<file path="src/rtl/ps2_pkg.sv">
// rtl/ps2_pkg.sv - scan codes, direction codes and decoder state shared by the PS/2 direction logic
package ps2_pkg;

  localparam logic [7:0] PS2_EXT   = 8'hE0;
  localparam logic [7:0] PS2_BRK   = 8'hF0;
  localparam logic [7:0] PS2_UP    = 8'h75;
  localparam logic [7:0] PS2_RIGHT = 8'h74;
  localparam logic [7:0] PS2_DOWN  = 8'h72;
  localparam logic [7:0] PS2_LEFT  = 8'h6B;
  localparam logic [7:0] PS2_W     = 8'h1D;
  localparam logic [7:0] PS2_D     = 8'h23;
  localparam logic [7:0] PS2_S     = 8'h1B;
  localparam logic [7:0] PS2_A     = 8'h1C;

  localparam logic [2:0] DIR_NONE  = 3'd0;
  localparam logic [2:0] DIR_UP    = 3'd1;
  localparam logic [2:0] DIR_RIGHT = 3'd2;
  localparam logic [2:0] DIR_DOWN  = 3'd3;
  localparam logic [2:0] DIR_LEFT  = 3'd4;

  typedef enum logic [1:0] {
    ST_IDLE,
    ST_EXT,
    ST_BRK,
    ST_EXT_BRK
  } ps2_state_e;

  // Held-bit vectors are ordered {left, down, right, up}.
  function automatic logic [3:0] arrow_onehot(input logic [7:0] code);
    case (code)
      PS2_UP:    arrow_onehot = 4'b0001;
      PS2_RIGHT: arrow_onehot = 4'b0010;
      PS2_DOWN:  arrow_onehot = 4'b0100;
      PS2_LEFT:  arrow_onehot = 4'b1000;
      default:   arrow_onehot = 4'b0000;
    endcase
  endfunction

  function automatic logic [3:0] wasd_onehot(input logic [7:0] code);
    case (code)
      PS2_W:   wasd_onehot = 4'b0001;
      PS2_D:   wasd_onehot = 4'b0010;
      PS2_S:   wasd_onehot = 4'b0100;
      PS2_A:   wasd_onehot = 4'b1000;
      default: wasd_onehot = 4'b0000;
    endcase
  endfunction

endpackage

</file>
<file path="src/rtl/ps2_dir_encode.sv">
// rtl/ps2_dir_encode.sv - maps four direction levels to a direction code, 0 unless exactly one is high
module ps2_dir_encode
  import ps2_pkg::*;
(
  input  logic       up,
  input  logic       right,
  input  logic       down,
  input  logic       left,
  output logic [2:0] dir_code
);

  always_comb begin
    dir_code = DIR_NONE;
    case ({left, down, right, up})
      4'b0001: dir_code = DIR_UP;
      4'b0010: dir_code = DIR_RIGHT;
      4'b0100: dir_code = DIR_DOWN;
      4'b1000: dir_code = DIR_LEFT;
      default: dir_code = DIR_NONE;
    endcase
  end

endmodule

</file>
<file path="src/rtl/ps2_direction_decoder.sv">
// rtl/ps2_direction_decoder.sv - tracks make/break/extended PS/2 sequences into held direction levels
module ps2_direction_decoder
  import ps2_pkg::*;
#(
  parameter int PREFIX_TIMEOUT = 1000000,
  parameter bit ENABLE_WASD    = 1'b1
) (
  input  logic       clock,
  input  logic       reset,
  input  logic       ps2_key_pressed,
  input  logic [7:0] ps2_out,
  output logic       upSig,
  output logic       rightSig,
  output logic       downSig,
  output logic       leftSig,
  output logic [2:0] dir_code,
  output logic       key_event
);

  localparam int CNT_W = (PREFIX_TIMEOUT > 1) ? $clog2(PREFIX_TIMEOUT) : 1;
  localparam logic [CNT_W-1:0] CNT_LAST = CNT_W'(PREFIX_TIMEOUT - 1);

  ps2_state_e       state_q, state_d;
  logic [CNT_W-1:0] cnt_q, cnt_d;
  logic [3:0]       arrow_q, arrow_d;
  logic [3:0]       wasd_q, wasd_d;
  logic             key_event_q, key_event_d;
  logic [3:0]       arrow_hit;
  logic [3:0]       wasd_hit;

  always_comb begin
    state_d     = state_q;
    cnt_d       = cnt_q;
    arrow_d     = arrow_q;
    wasd_d      = wasd_q;
    arrow_hit   = arrow_onehot(ps2_out);
    wasd_hit    = ENABLE_WASD ? wasd_onehot(ps2_out) : 4'b0000;

    if (ps2_key_pressed) begin
      cnt_d = '0;
      case (state_q)
        ST_IDLE: begin
          if (ps2_out == PS2_EXT) begin
            state_d = ST_EXT;
          end else if (ps2_out == PS2_BRK) begin
            state_d = ST_BRK;
          end else begin
            wasd_d = wasd_q | wasd_hit;
          end
        end
        ST_EXT: begin
          if (ps2_out == PS2_BRK) begin
            state_d = ST_EXT_BRK;
          end else begin
            arrow_d = arrow_q | arrow_hit;
            state_d = ST_IDLE;
          end
        end
        ST_BRK: begin
          wasd_d  = wasd_q & ~wasd_hit;
          state_d = ST_IDLE;
        end
        ST_EXT_BRK: begin
          arrow_d = arrow_q & ~arrow_hit;
          state_d = ST_IDLE;
        end
        default: state_d = ST_IDLE;
      endcase
    end else if (state_q != ST_IDLE) begin
      // An unfinished prefix is dropped once the byte that completes it is overdue.
      if (cnt_q == CNT_LAST) begin
        state_d = ST_IDLE;
        cnt_d   = '0;
      end else begin
        cnt_d = cnt_q + 1'b1;
      end
    end else begin
      cnt_d = '0;
    end

    key_event_d = ({arrow_d, wasd_d} != {arrow_q, wasd_q});
  end

  always_ff @(posedge clock) begin
    if (reset) begin
      state_q     <= ST_IDLE;
      cnt_q       <= '0;
      arrow_q     <= 4'b0000;
      wasd_q      <= 4'b0000;
      key_event_q <= 1'b0;
    end else begin
      state_q     <= state_d;
      cnt_q       <= cnt_d;
      arrow_q     <= arrow_d;
      wasd_q      <= wasd_d;
      key_event_q <= key_event_d;
    end
  end

  assign upSig     = arrow_q[0] | wasd_q[0];
  assign rightSig  = arrow_q[1] | wasd_q[1];
  assign downSig   = arrow_q[2] | wasd_q[2];
  assign leftSig   = arrow_q[3] | wasd_q[3];
  assign key_event = key_event_q;

  ps2_dir_encode u_dir_encode (
    .up       (upSig),
    .right    (rightSig),
    .down     (downSig),
    .left     (leftSig),
    .dir_code (dir_code)
  );

endmodule
</file>
<file path="config.mk">
export PLATFORM = sky130hd
export DESIGN_NAME = ps2_direction_decoder
export DESIGN_NICKNAME = d
export VERILOG_FILES = /design/src/rtl/ps2_pkg.sv /design/src/rtl/ps2_dir_encode.sv /design/src/rtl/ps2_direction_decoder.sv
export SDC_FILE = /design/constraint.sdc
export NUM_CORES = 1
export LEC_CHECK = 0
export CORE_MARGIN = 2
export CORE_UTILIZATION = 40
export CTS_BUF_LIST = sky130_fd_sc_hd__clkbuf_8
export CTS_CLUSTER_DIAMETER = 80
export CTS_CLUSTER_SIZE = 30
export DETAILED_ROUTE_END_ITERATION = 8
export GPL_TIMING_DRIVEN = 0
export SLEW_MARGIN = 20
export SYNTH_ARGS = -nofsm -noshare
export SYNTH_HDL_FRONTEND = slang
export SYNTH_SLANG_ARGS = --single-unit
</file>
<file path="constraint.sdc">
create_clock -name clock -period 1.45 [get_ports clock]
set_input_delay 0.2175 -clock clock [delete_from_list [all_inputs] [get_ports clock]]
set_output_delay 0.2175 -clock clock [all_outputs]
set_load 0.05 [all_outputs]
</file>
==> results.rst <==
.. list-table::
   :header-rows: 1

   * - Metric
     - Value
   * - Area share of the largest cell type after synthesis
     - 38.2%
   * - Root buffer cell
     - clkbuf_8
   * - Number of stages on the worst hold path
     - 4
   * - Arr. time, crit path
     - 1.37 ns
   * - Most used DFF post-synth
     - dfxtp_1
   * - Startpoint of the worst setup timing path
     - arrow_q[1]
   * - R2R Path Start
     - cnt_q[11]
   * - Hold Slack
     - 0.442 ns
   * - Aggregate global routing overflow
     - 0
   * - Final period util
     - 109%
   * - Total of warnings raised by yosys
     - 0
   * - Total half-perimeter wirelength after legalization and detailed placement
     - 2.62 mm
   * - Area enclosed by the die boundary
     - 0.00458 mm²
   * - Cell row count
     - 23
   * - Worst skew pair latency
     - 0.28 ns
   * - Antenna Nets Post-Route
     - 0
   * - Total via count in the routed design
     - 1494
   * - # setup viols final
     - 26
   * - Hold violation total from the final report
     - 0
   * - Area occupied by registers
     - 647 µm²
   * - Drt first pass iters
     - 4
   * - Transition at the pin with the smallest max-transition slack
     - 0.493 ns
   * - Post-synthesis instance area
     - 0.00162 mm²
   * - Largest net degree at the start of global routing
     - 11
   * - Clock Sinks
     - 31
   * - Synthesized Nets
     - 204
   * - Most common cell in the synthesized netlist
     - nor2_1
   * - Max-slew violation count
     - 0
   * - Syn Inst Count
     - 192
   * - Endpoint of the worst-slack reg-to-reg timing path
     - cnt_q[14]
   * - Global-route wire length before repair
     - 6.33 mm
   * - Outcome
     - complete, but fails checks
   * - Maximum ir drop on the vdd rail
     - 0.477 mV
   * - Minimum period implied by the final worst setup slack
     - 1.58 ns
   * - Gp weighted congestion
     - 0.783
   * - R2r setup slk
     - -0.11 ns
   * - Setup crit start kind
     - flip-flop
   * - Part of the Yosys area used for sequential elements
     - 38.2%
   * - Max-slew headroom
     - 66.8%
   * - PnR worst setup slack
     - -0.135 ns
   * - Maximum fanout along the worst path
     - 4
   * - Biggest cell delay along the critical path
     - 0.32 ns
   * - Number of enable-type register cells in the synthesized netlist
     - 0
   * - Clock slew seen by the registers of the worst setup and hold paths
     - 0.06 ns
   * - Number of top-level design ports
     - 19
   * - Achievable clock frequency
     - 631 MHz
   * - Cell seen most often among critical-path stages
     - buf_6
   * - Reported leakage power
     - 0.000882 µW
   * - Proportion of synthesized flip-flops having asynchronous set or reset
     - 0%
   * - Overall routed net length
     - 3.94 mm
   * - Worst setup path end
     - dir_code[0]
   * - Initial DRC Count
     - 63
   * - IO buf count
     - 17
   * - Critical path start-end classification
     - reg2out
   * - Effective utilization at floorplan
     - 41.2%
   * - Critical path required time
     - 1.23 ns
   * - Max H-tree Level
     - 2
   * - P per Cell Area
     - 796 mW/mm²
   * - Slowest cell on the critical path
     - dfxtp_2
   * - CP Cell Sequence
     - or2_4, buf_6, nor3_4, buf_6
   * - Cell class contributing the biggest share of worst-path delay
     - simple AND/OR/NAND/NOR gates
   * - Clock buffers created by TritonCTS
     - 5
   * - Yosys top cell by area
     - dfxtp_1
   * - Layout cells sized above 1
     - 42.9%
   * - Total global-route track usage
     - 18.7%
   * - Max Cap Viol
     - 0
   * - Top area cells in the synthesized netlist
     - dfxtp_1 (38%), nor2_1 (8.1%), xnor2_1 (6.5%)
   * - Crit path depth
     - 4
   * - Clock tree skew after final layout
     - 0.00532 ns
   * - TritonCTS clock tree
     - done
   * - Unrepaired setup endpoints after global routing
     - yes
   * - Number of design rule violations left after detail routing
     - 0
   * - Flip-flop and latch count after synthesis
     - 31
   * - Number of cells traversed by the worst register-to-register path
     - 6
   * - Violated checks
     - setup timing
   * - FILL cells
     - 317
   * - Endpoint kind of the worst setup timing path
     - output pin
   * - Path class of the lowest-slack min-delay path
     - in2reg
   * - Average cell area after synthesis
     - 8.45 µm²
   * - Initial antenna violation count
     - 0
   * - Antenna cells
     - 0
   * - Core region area
     - 0.00394 mm²
   * - Buffering stage count on the worst path with inverters included
     - 2
   * - Post-synthesis to final-layout area growth
     - 51.0%
   * - Final standard cell utilization of the core
     - 62.2%
   * - Area of the multi-input gates
     - 0.00122 mm²
   * - Pre-CTS setup slack
     - -0.669 ns
   * - Number of different library cells in the post-synthesis netlist
     - 41
   * - Commonest cells in the netlist
     - nor2_1 (35), dfxtp_1 (31), xnor2_1 (12), xor2_1 (12), nand2_1 (10)
   * - Buffers from clock root to sink, at most
     - 2
   * - Via count of the first global-routing pass
     - 1405
   * - Routed vias/inst
     - 5.28
   * - Power after layout
     - 1950 µW
   * - Die X-Extent
     - 67.7 µm
   * - Final #Nets
     - 244
   * - Die extent in y
     - 67.7 µm
   * - Drt wl/cell
     - 13.9 µm
-- placed cells by master, fill, tap and decap left out, types with 2 or more instances in the layout --
cell type / instances
nand4_1: 5
or2_4: 3
nor4_1: 2
nor2_1: 20
and4_1: 2
dlygate4sd2_1: 9
nand2b_1: 2
nor3_2: 3
mux2i_1: 6
a21oi_1: 4
and3_4: 3
xor2_1: 10
dfxtp_2: 15
inv_1: 5
nand3_1: 8
dfxtp_4: 2
nor4_2: 2
xnor2_1: 12
nor2_4: 6
buf_2: 4
nor3_4: 4
dfxtp_1: 14
or3_1: 2
o21ai_0: 2
nor2_2: 9
nand2_1: 10
nor4b_4: 3
buf_6: 10
clkbuf_8: 6
nor3_1: 2
and4_4: 2
bufinv_16: 2
buf_4: 11
and3_1: 5
-- metrics by stage --
step                setup TNS, ns  std cells  area (µm²)
CTS                        -0.883        278        2260
detailed placement         -10.30        259        1980
finish                      -2.10        283        2450
global route                -3.25        283        2450
floorplan                  -0.339        192        1750
global placement            -9.50        259        1980
-- worst min-delay path by stage --
| stage | startpoint | to | slack (ns) |
|---|---|---|---|
| floorplan | reset | key_event | 0.29 |
| global route | ps2_out[1] | arrow_q[1] | 0.48 |
| global placement | cnt_q[0] | cnt_q[0] | 0.43 |
| CTS | ps2_key_pressed | state_q[0] | 0.43 |
| detailed placement | cnt_q[0] | cnt_q[0] | 0.43 |
| finish | ps2_key_pressed | state_q[0] | 0.44 |
-- report_power, final --
part	total, µW	switching [µW]	internal (µW)
combinational	96.6	52.2	44.4
clock	1010	326	680
sequential	848	0.415	848
total	1950	378	1570
-- metal layers --
metal | share of wire (%) | GRT usage (%) | up-vias
li1 | - | - | 750
met5 | 0 | 0 | -
met1 | 43 | 20.9 | 710
met4 | 1.7 | 9.69 | 0
met3 | 3.8 | 4.17 | 8
met2 | 52 | 32.8 | 26
-- worst reg2reg max path: stages (launching register included) --
cell     delay (ns)
dfxtp_4        0.35
nor4b_4        0.29
and4b_1        0.29
a31oi_4        0.14
nand2_4        0.18
buf_8          0.16
nor2_2         0.04
-- flip-flops by register name (all words and copies together) (netlist names) --
| register | count |
|---|---|
| cnt_q | 20 |
| arrow_q | 4 |
| wasd_q | 4 |
| state_q | 2 |
| key_event | 1 |
-- repair_timing --
action,CTS,global route
setup buffers,13,5
setup endpoints to repair,38,32
gates cloned,1,0
pin swaps,14,26
resized for setup,80,44
hold buffers,0,0
-- area by class of cell --
class                           instances  area share [%]
Buffer                                  5            1.74
Tap cell                               50            2.55
Multi-Input combinational cell        149            49.8
Sequential cell                        31            26.4
Inverter                                4           0.613
Clock buffer                            5            2.81
Clock inverter                          3            2.60
Timing Repair Buffer                   36            13.5
-- logic make-up after synthesis --
kind of cell	count (synthesis)	share of synthesized area, %
AO/OA/AOI/OAI	13	5.32
XOR/XNOR	24	13.0
adder cells (fa/ha/maj)	1	0.771
buffers and inverters	12	2.93
flip-flops	31	38.2
multiplexers	7	4.39
AND/OR/NAND/NOR	104	35.4
Note: power is estimated with default switching activity, not from simulation.
